File: src/rtl/vend_controller.sv
// Vending transaction sequencer: latches a selection, accumulates coin credit,
// and drives the dispense and change actuators through req/ack handshakes.
module vend_controller #(
   parameter int unsigned PRICE0      = 4,
   parameter int unsigned PRICE1      = 5,
   parameter int unsigned PRICE2      = 6,
   parameter int unsigned PRICE3      = 7,
   parameter int unsigned TIMEOUT_CYC = 1000
) (
   input  logic       clk,
   input  logic       rst_n,
   input  logic       sel_valid,
   input  logic [1:0] sel_item,
   input  logic       coin_valid,
   input  logic [1:0] coin_value,
   input  logic       cancel,
   output logic       vend_req,
   output logic [1:0] vend_item,
   input  logic       vend_ack,
   output logic       chg_req,
   output logic [3:0] chg_amount,
   input  logic       chg_ack,
   output logic [3:0] credit,
   output logic       busy,
   output logic       coin_reject,
   output logic       timeout
);

   localparam int unsigned   TW   = (TIMEOUT_CYC > 1) ? $clog2(TIMEOUT_CYC) : 1;
   localparam logic [TW-1:0] TLIM = TW'(TIMEOUT_CYC - 1);

   typedef enum logic [1:0] {
      IDLE    = 2'd0,
      COLLECT = 2'd1,
      VEND    = 2'd2,
      REFUND  = 2'd3
   } state_e;

   state_e        state_q, state_d;
   logic [1:0]    item_q, item_d;
   logic [3:0]    price_q, price_d;
   logic [3:0]    change_q, change_d;
   logic [3:0]    credit_q, credit_d;
   logic [3:0]    chg_amount_q, chg_amount_d;
   logic [TW-1:0] timer_q, timer_d;
   logic          coin_reject_q, coin_reject_d;
   logic          timeout_q, timeout_d;
   logic          vend_req_q;
   logic [1:0]    vend_item_q;
   logic          chg_req_q;
   logic          busy_q;

   logic          coin_ok;
   logic [3:0]    credit_sum;
   logic [TW-1:0] timer_inc;
   logic          tmo_hit;

   function automatic logic [3:0] price_of(input logic [1:0] idx);
      case (idx)
         2'd0:    price_of = 4'(PRICE0);
         2'd1:    price_of = 4'(PRICE1);
         2'd2:    price_of = 4'(PRICE2);
         default: price_of = 4'(PRICE3);
      endcase
   endfunction

   // A zero-valued coin strobe is not a coin: it neither credits nor restarts the timer.
   assign coin_ok    = coin_valid && (coin_value != 2'd0);
   assign credit_sum = credit_q + (coin_ok ? {2'b00, coin_value} : 4'd0);
   assign timer_inc  = timer_q + TW'(1);
   assign tmo_hit    = !coin_ok && (timer_inc == TLIM);

   always_comb begin
      state_d       = state_q;
      item_d        = item_q;
      price_d       = price_q;
      change_d      = change_q;
      credit_d      = credit_q;
      chg_amount_d  = chg_amount_q;
      timer_d       = timer_q;
      coin_reject_d = 1'b0;
      timeout_d     = 1'b0;

      case (state_q)
         IDLE: begin
            coin_reject_d = coin_ok;
            if (sel_valid) begin
               item_d  = sel_item;
               price_d = price_of(sel_item);
               timer_d = '0;
               state_d = COLLECT;
            end
         end

         COLLECT: begin
            // The coin is folded in first; reaching the price overrides cancel/timeout.
            credit_d = credit_sum;
            timer_d  = coin_ok ? '0 : timer_inc;
            if (credit_sum >= price_q) begin
               change_d = credit_sum - price_q;
               state_d  = VEND;
            end else if (cancel || tmo_hit) begin
               timeout_d = tmo_hit;
               timer_d   = '0;
               if (credit_sum != 4'd0) begin
                  chg_amount_d = credit_sum;
                  credit_d     = 4'd0;
                  state_d      = REFUND;
               end else begin
                  state_d = IDLE;
               end
            end
         end

         VEND: begin
            coin_reject_d = coin_ok;
            if (vend_ack) begin
               credit_d = 4'd0;
               change_d = 4'd0;
               if (change_q != 4'd0) begin
                  chg_amount_d = change_q;
                  state_d      = REFUND;
               end else begin
                  state_d = IDLE;
               end
            end
         end

         REFUND: begin
            coin_reject_d = coin_ok;
            credit_d      = 4'd0;
            if (chg_ack) begin
               chg_amount_d = 4'd0;
               state_d      = IDLE;
            end
         end

         default: state_d = IDLE;
      endcase
   end

   // Outputs are registered from the next state so they line up with the state they describe.
   always_ff @(posedge clk or negedge rst_n) begin
      if (!rst_n) begin
         state_q       <= IDLE;
         item_q        <= 2'd0;
         price_q       <= 4'd0;
         change_q      <= 4'd0;
         credit_q      <= 4'd0;
         chg_amount_q  <= 4'd0;
         timer_q       <= '0;
         coin_reject_q <= 1'b0;
         timeout_q     <= 1'b0;
         vend_req_q    <= 1'b0;
         vend_item_q   <= 2'd0;
         chg_req_q     <= 1'b0;
         busy_q        <= 1'b0;
      end else begin
         state_q       <= state_d;
         item_q        <= item_d;
         price_q       <= price_d;
         change_q      <= change_d;
         credit_q      <= credit_d;
         chg_amount_q  <= chg_amount_d;
         timer_q       <= timer_d;
         coin_reject_q <= coin_reject_d;
         timeout_q     <= timeout_d;
         vend_req_q    <= (state_d == VEND);
         vend_item_q   <= (state_d == VEND) ? item_d : 2'd0;
         chg_req_q     <= (state_d == REFUND);
         busy_q        <= (state_d != IDLE);
      end
   end

   assign vend_req    = vend_req_q;
   assign vend_item   = vend_item_q;
   assign chg_req     = chg_req_q;
   assign chg_amount  = chg_amount_q;
   assign credit      = credit_q;
   assign busy        = busy_q;
   assign coin_reject = coin_reject_q;
   assign timeout     = timeout_q;

endmodule
File: config.mk
export PLATFORM = sky130hd
export DESIGN_NAME = vend_controller
export DESIGN_NICKNAME = d
export VERILOG_FILES = /design/src/rtl/vend_controller.sv
export SDC_FILE = /design/constraint.sdc
export NUM_CORES = 1
export LEC_CHECK = 0
export ABC_AREA = 1
export CAP_MARGIN = 10
export CORE_AREA = 3 3 87 89
export CTS_CLUSTER_SIZE = 16
export DETAILED_ROUTE_END_ITERATION = 8
export DIE_AREA = 0 0 90 92
export PLACE_DENSITY_LB_ADDON = 0.1
export SLEW_MARGIN = 25
export SYNTH_ARGS = -nofsm -noshare
export SYNTH_HDL_FRONTEND = slang
export SYNTH_SLANG_ARGS = --single-unit
export TNS_END_PERCENT = 100
File: constraint.sdc
create_clock -name clk -period 3.3 [get_ports clk]
set_clock_uncertainty 0.1 [all_clocks]
set_input_delay 0.66 -clock clk [delete_from_list [all_inputs] [get_ports clk]]
set_output_delay 0.66 -clock clk [all_outputs]
set_load 0.02 [all_outputs]
==> flow_summary.yaml, run 1 <==
logic_synthesis:
  syn_area_um2: 2019
  syn-instance-count: 245
  syn_nets: 265
  ys_seq_area_share_pct: 44.61
  yosys-top-cells-area: "dfrtp_1 (45%), nand2_1 (11%), inv_1 (6.5%)"
  syn_avg_cell_area_um2: 8.243
  ys_seq_elements: 36
  synth.distinct_cells: 32
  yosys.area.top_type_share_pct: 44.61
  synth_warnings: 0
  synth_top_cell_by_area: "dfrtp_1"
sta:
  setup_ws_ns: 0.2156
  fin_crit_sh_pct: 93.47
  fin_crit_ns: 3.084
  fmaxAchievable_mhz: 324.2
  maxSlewViolCount: 0
  rsz0062_at_grt: "no"
  max_slew_margin_pct: 44.44
  final-hold-violation-count: 0
  setup_violations: 0
  worstMarginPinSlew_ns: 0.8334
  fin_tns_setup_ns: 0
grt:
  grt_pass1_vias: 1768
  grt_remaining_overflow: 0
  grt_max_degree: 37
  antenna_found_initial: 0
  grt_pass1_wl_mm: 8.673
  grt_usage_pct: 13.07
setup_path:
  critPathKind: "input pin to register"
  cpMostUsedCell: "nand2_1"
  slowest_delay_ns: 0.46
  critical_path_buf_inv_count: 3
  crit_chain: "dlygate4sd2_1 -> o21ai_2 -> nor2_1 -> ha_2 -> fa_2 -> fa_2 -> nand2_1 -> inv_1 -> a311oi_2 -> nand2_2 -> nand2_4 -> o21ai_4 -> inv_4 -> nand2_4 -> nand2_1 -> nand2_1"
  crit_family: "adder cells"
  rrSetupSlack_ns: 0.62
  startpoint_type: "input pin"
  end_kind: "register"
  crit_arrival_ns: 3.17
  cp.required_ns: 3.39
  slowest_stage: "fa_2"
  critPathMaxFanout: 8
routing:
  firstDrtPassIters: 5
  drc: 0
  postRouteAntennaNets: 0
  vias_per_cell: 4.508
  num_vias: 1749
  wl_mm: 4.845
  wl_per_cell_um: 12.49
  drtIter0Drc: 79
floorplan:
  die_w_um: 90
  initial_utilization_pct: 29.56
  die_y_um: 92
  ioPinCount: 26
  core_um2: 6832
  rows: 30
  dieArea_um2: 8280
layout:
  diodes: 0
  final_common_cell: "nand2_1"
  final_layout_size_suffix_gt1_share_pct: 21.23
  final_nets: 311
  postLayoutCellArea_um2: 2669
  area_growth_pct: 32.16
  final_cell_mix: "nand2_1 (57), dfrtp_1 (36), inv_1 (35)"
outcome:
  outcome: "complete, no violations"
placed_design:
  hpwlAfterDp_mm: 3.669
  post_dp_cell_area_um2: 2486
  post-place-ws_ns: -0.5928
  gp_congestion: 0.7956
  io_buffers: 25
clock_network:
  cts.sinks: 36
  numCtsBuffers: 5
  cts_tree: "built"
  cts_max_level: 2
  cts-root-buf: "clkbuf_8"
  clkSlewWorstSetupHoldPaths_ns: 0.08
  clockBufferDepth: 2
  clk_latency_ns: 0.29
power_and_ir_drop:
  p_leak_nw: 1.274
  ir_worst_vdd_v: 0.0003015
  pwr_density_cell_nw_per_um2: 705.2
  total_power_mw: 1.882
min_path:
  hold_path_class: "input pin to async pin"
flow_run:
  maxCapViolCount: 0
-- logic make-up (layout without fill, tap and decap cells) --
| group | count (synthesis) | count (layout) | share of synthesized area (%) |
|---|---|---|---|
| xor gates and xnor gates | 3 | 3 | 1.301 |
| DFF | 36 | 36 | 44.61 |
| adders and majority gates | 9 | 9 | 6.320 |
| AOI/OAI and AO/OA | 34 | 34 | 10.29 |
| buffers and inverters | 40 | 87 | 7.559 |
| and+or+nand+nor | 123 | 123 | 29.93 |
-- path summary, 6_finish.rpt --
check / cells after the start / startpoint / to
setup / recovery: 16 / coin_value[1] / chg_amount[0]$_DFFE_PN0P_
hold / removal: 1 / rst_n / timer_q[4]$_DFFE_PN0P_
hold reg to reg: 2 / chg_amount[2]$_DFFE_PN0P_ / chg_amount[2]$_DFFE_PN0P_
max in group asynchronous: 1 / rst_n / chg_amount[2]$_DFFE_PN0P_
setup reg to reg: 13 / credit[0]$_DFFE_PN0P_ / chg_amount[0]$_DFFE_PN0P_
min in group clk: 2 / chg_amount[2]$_DFFE_PN0P_ / chg_amount[2]$_DFFE_PN0P_
-- repair_timing --
item,4_1_cts,5_1_grt
pin swaps,6,5
gates cloned,1,0
hold buffers,0,0
setup endpoints to repair,29,29
resized for setup,11,7
setup buffers,1,0
-- state kept, by name (all words and copies together) (netlist names), 2 cells and up --
| name | cells |
|---|---|
| item_q | 2 |
| change_q | 4 |
| chg_amount | 4 |
| vend_item | 2 |
| state_q | 2 |
| credit | 4 |
| price_q | 3 |
| timer_q | 10 |
-- cell usage after synthesis --
cell and n:
nor3_1 2, nor2_8 1, o21ai_1 5, o21ai_0 12, nand3_1 17, o22ai_1 8, clkinv_1 1, nand4_2 1
nand2_2 4, inv_2 3, inv_4 1, a22o_1 1, or2_2 1, inv_1 35, nor2_1 18, o2111a_1 1
dfrtp_1 36, fa_1 2, a311oi_1 1, o21ai_4 1, xor2_1 1, nand3_2 5, ha_1 7, or2_1 1
nor2_4 1, nor2_2 6, nand4_1 4, xnor2_1 2, a21oi_1 4, nand2_1 60, o211ai_1 1, nand2_4 2
-- metrics by stage --
step,utilization (%),std cells,hold slack (ns)
6_report,39.07,388,0.3609
5_1_grt,39.07,388,0.3947
4_1_cts,38.70,388,0.3803
3_5_place_dp,36.39,378,0.3618
3_3_place_gp,36.39,378,0.3562
2_1_floorplan,-,245,0.2644
-- routing by layer --
layer	GRT usage (%)	part of all wire (%)
met2	19.85	45
met5	0	0
met1	17.43	47
met3	3.610	5.2
met4	5.612	2.5
-- power breakdown --
| part | internal (mW) | switching (mW) |
|---|---|---|
| Sequential | 0.542 | 0.0723 |
| Clock | 0.224 | 0.170 |
| Combinational | 0.349 | 0.526 |
| Total | 1.11 | 0.768 |
-- area by class of cell --
cell class / instances / area, um^2
clock buffer: 5 / 68.82
clock inverter: 3 / 42.54
fill: 719 / 4163
inverter: 40 / 152.6
multi-input combinational: 169 / 1030
sequential: 36 / 900.9
tap: 96 / 120.1
timing repair buffer: 38 / 346.6
timing repair inverter: 1 / 7.507
(Power assumes the default switching activity.)
==> run 2: changes to the inputs <==
--- a/config.mk
+++ b/config.mk
@@ -16,4 +16,3 @@
 export SYNTH_ARGS = -nofsm -noshare
 export SYNTH_HDL_FRONTEND = slang
 export SYNTH_SLANG_ARGS = --single-unit
-export TNS_END_PERCENT = 100
==> constraint.sdc (replaced) <==
create_clock -name clk -period 3.3 [get_ports clk]
set_clock_uncertainty 0.1 [all_clocks]
set_input_delay 0.33 -clock clk [delete_from_list [all_inputs] [get_ports clk]]
set_output_delay 0.33 -clock clk [all_outputs]
set_load 0.02 [all_outputs]
==> run 2 against run 1 <==
Against the previous run:
- combinational power decreased by 4.1%
- worst hold slack lost 0.31 ns
- wire length down 0.64%
- critical path depth grew 2
- largest power group unchanged
==> flow_summary.yaml, run 2 (synthesis gave the netlist of run 1 again) <==
sta:
  fmaxAchievable_mhz: 324.2
  fin_tns_setup_ns: 0
  final-hold-violation-count: 0
  worstMarginPinSlew_ns: 0.8440
  setup_violations: 0
  fin_crit_ns: 3.085
  maxSlewViolCount: 0
  max_slew_margin_pct: 43.73
  rsz0062_at_grt: "no"
  fin_crit_sh_pct: 93.48
setup_path:
  critPathKind: "input pin to register"
  crit_chain: "clkdlybuf4s50_1 -> o21ai_2 -> nor2_1 -> ha_1 -> fa_2 -> xnor2_2 -> inv_1 -> ha_1 -> nand2_1 -> inv_1 -> a311oi_1 -> nand2_1 -> nand2_2 -> o21ai_4 -> inv_4 -> nand2_2 -> nand2_1 -> nand2_1"
  end_kind: "register"
  slowest_delay_ns: 0.44
  crit_cells: 18
  rr_worst_depth: 15
  cpMostUsedCell: "nand2_1"
  crit_arrival_ns: 3.16
  startpoint_type: "input pin"
  critical_path_buf_inv_count: 4
  crit_family: "adder cells"
  cp.required_ns: 3.38
  critPathMaxFanout: 8
  slowest_stage: "clkdlybuf4s50_1"
floorplan:
  die_y_um: 92
  ioPinCount: 26
  initial_utilization_pct: 29.56
  rows: 30
  dieArea_um2: 8280
  core_um2: 6832
  die_w_um: 90
power_and_ir_drop:
  ir_worst_vdd_v: 0.0003293
  p_leak_nw: 1.261
  total_power_mw: 1.794
  pwr_density_cell_nw_per_um2: 686.1
placed_design:
  io_buffers: 25
  gp_congestion: 0.8101
  hpwlAfterDp_mm: 3.642
layout:
  nFillCells: 729
  area_growth_pct: 29.49
  regMostFlops: "timer_q"
  diodes: 0
  final_nets: 311
  register_area_um2: 900.9
  final_cell_mix: "nand2_1 (59), dfrtp_1 (36), inv_1 (35)"
  final_layout_size_suffix_gt1_share_pct: 17.87
  multi_input_area_um2: 982.2
  final_common_cell: "nand2_1"
  largest_reg_flops: 10
clock_network:
  cts_max_level: 2
  clockBufferDepth: 2
  clkSlewWorstSetupHoldPaths_ns: 0.07
  cts_tree: "built"
  clk_latency_ns: 0.29
  cts-root-buf: "clkbuf_8"
  cts.sinks: 36
  numCtsBuffers: 5
routing:
  drc: 0
  postRouteAntennaNets: 0
  firstDrtPassIters: 4
  drtIter0Drc: 51
  vias_per_cell: 4.362
  wl_per_cell_um: 12.44
  num_vias: 1688
  wl_mm: 4.814
flow_run:
  maxCapViolCount: 0
grt:
  grt_pass1_wl_mm: 8.045
  grt_pass1_vias: 1679
  grt_remaining_overflow: 0
  grt_max_degree: 37
  antenna_found_initial: 0
  grt_usage_pct: 12.37
outcome:
  outcome: "complete, no violations"
min_path:
  hold_path_class: "input pin to async pin"
## run 2: metrics by stage
step / utilization [%] / hold slack, ns / area, um^2 / setup slack [ns] / instances
floorplan: - / -0.06559 / 2019 / 0.1421 / 245
global placement: 36.52 / 0.3579 / 2495 / -0.3261 / 379
detailed placement: 36.52 / 0.3519 / 2495 / -0.3869 / 379
CTS: 37.93 / 0.08126 / 2591 / 0.005638 / 386
global route: 38.28 / 0.1183 / 2615 / 0.01869 / 387
finish: 38.28 / 0.04689 / 2615 / 0.2151 / 387
## run 2: final timing paths
check | from | end | slack, ns
setup / recovery | coin_value[1] | chg_amount[3]$_DFFE_PN0P_ | 0.22
hold / removal | rst_n | credit[1]$_DFFE_PN0P_ | 0.05
setup reg to reg | credit[0]$_DFFE_PN0P_ | chg_amount[3]$_DFFE_PN0P_ | 0.51
hold reg to reg | price_q[2]$_DFFE_PN0P_ | price_q[2]$_DFFE_PN0P_ | 0.36
max in group asynchronous | rst_n | busy$_DFF_PN0_ | 2.52
min in group clk | price_q[2]$_DFFE_PN0P_ | price_q[2]$_DFFE_PN0P_ | 0.36
## run 2: final cells by class
cell class	instances	area share, %
Multi-Input combinational cell	169	37.56
Inverter	40	5.837
Timing Repair Buffer	39	13.88
Clock buffer	7	3.684
Tap cell	96	4.593
Sequential cell	36	34.45
## run 2: timing repair
action,CTS,global route
pin swaps,0,2
gates resized for setup,1,5
setup endpoints to repair,11,26
buffers inserted,0,1
hold buffers,0,0
cloned,0,0
## run 2: where the power goes
group | internal (mW) | leakage, nW | switching [mW]
Combinational | 0.334 | 0.732 | 0.506
Sequential | 0.542 | 0.479 | 0.0693
Clock | 0.186 | 0.0503 | 0.157
Total | 1.06 | 1.26 | 0.732
## run 2: per-layer routing
layer	track usage, %	vias up	part of all wire [%]
met5	0	-	0
met4	4.592	0	1.2
met3	3.363	6	4.4
met2	19.48	40	45
met1	16.24	760	49
li1	-	882	-
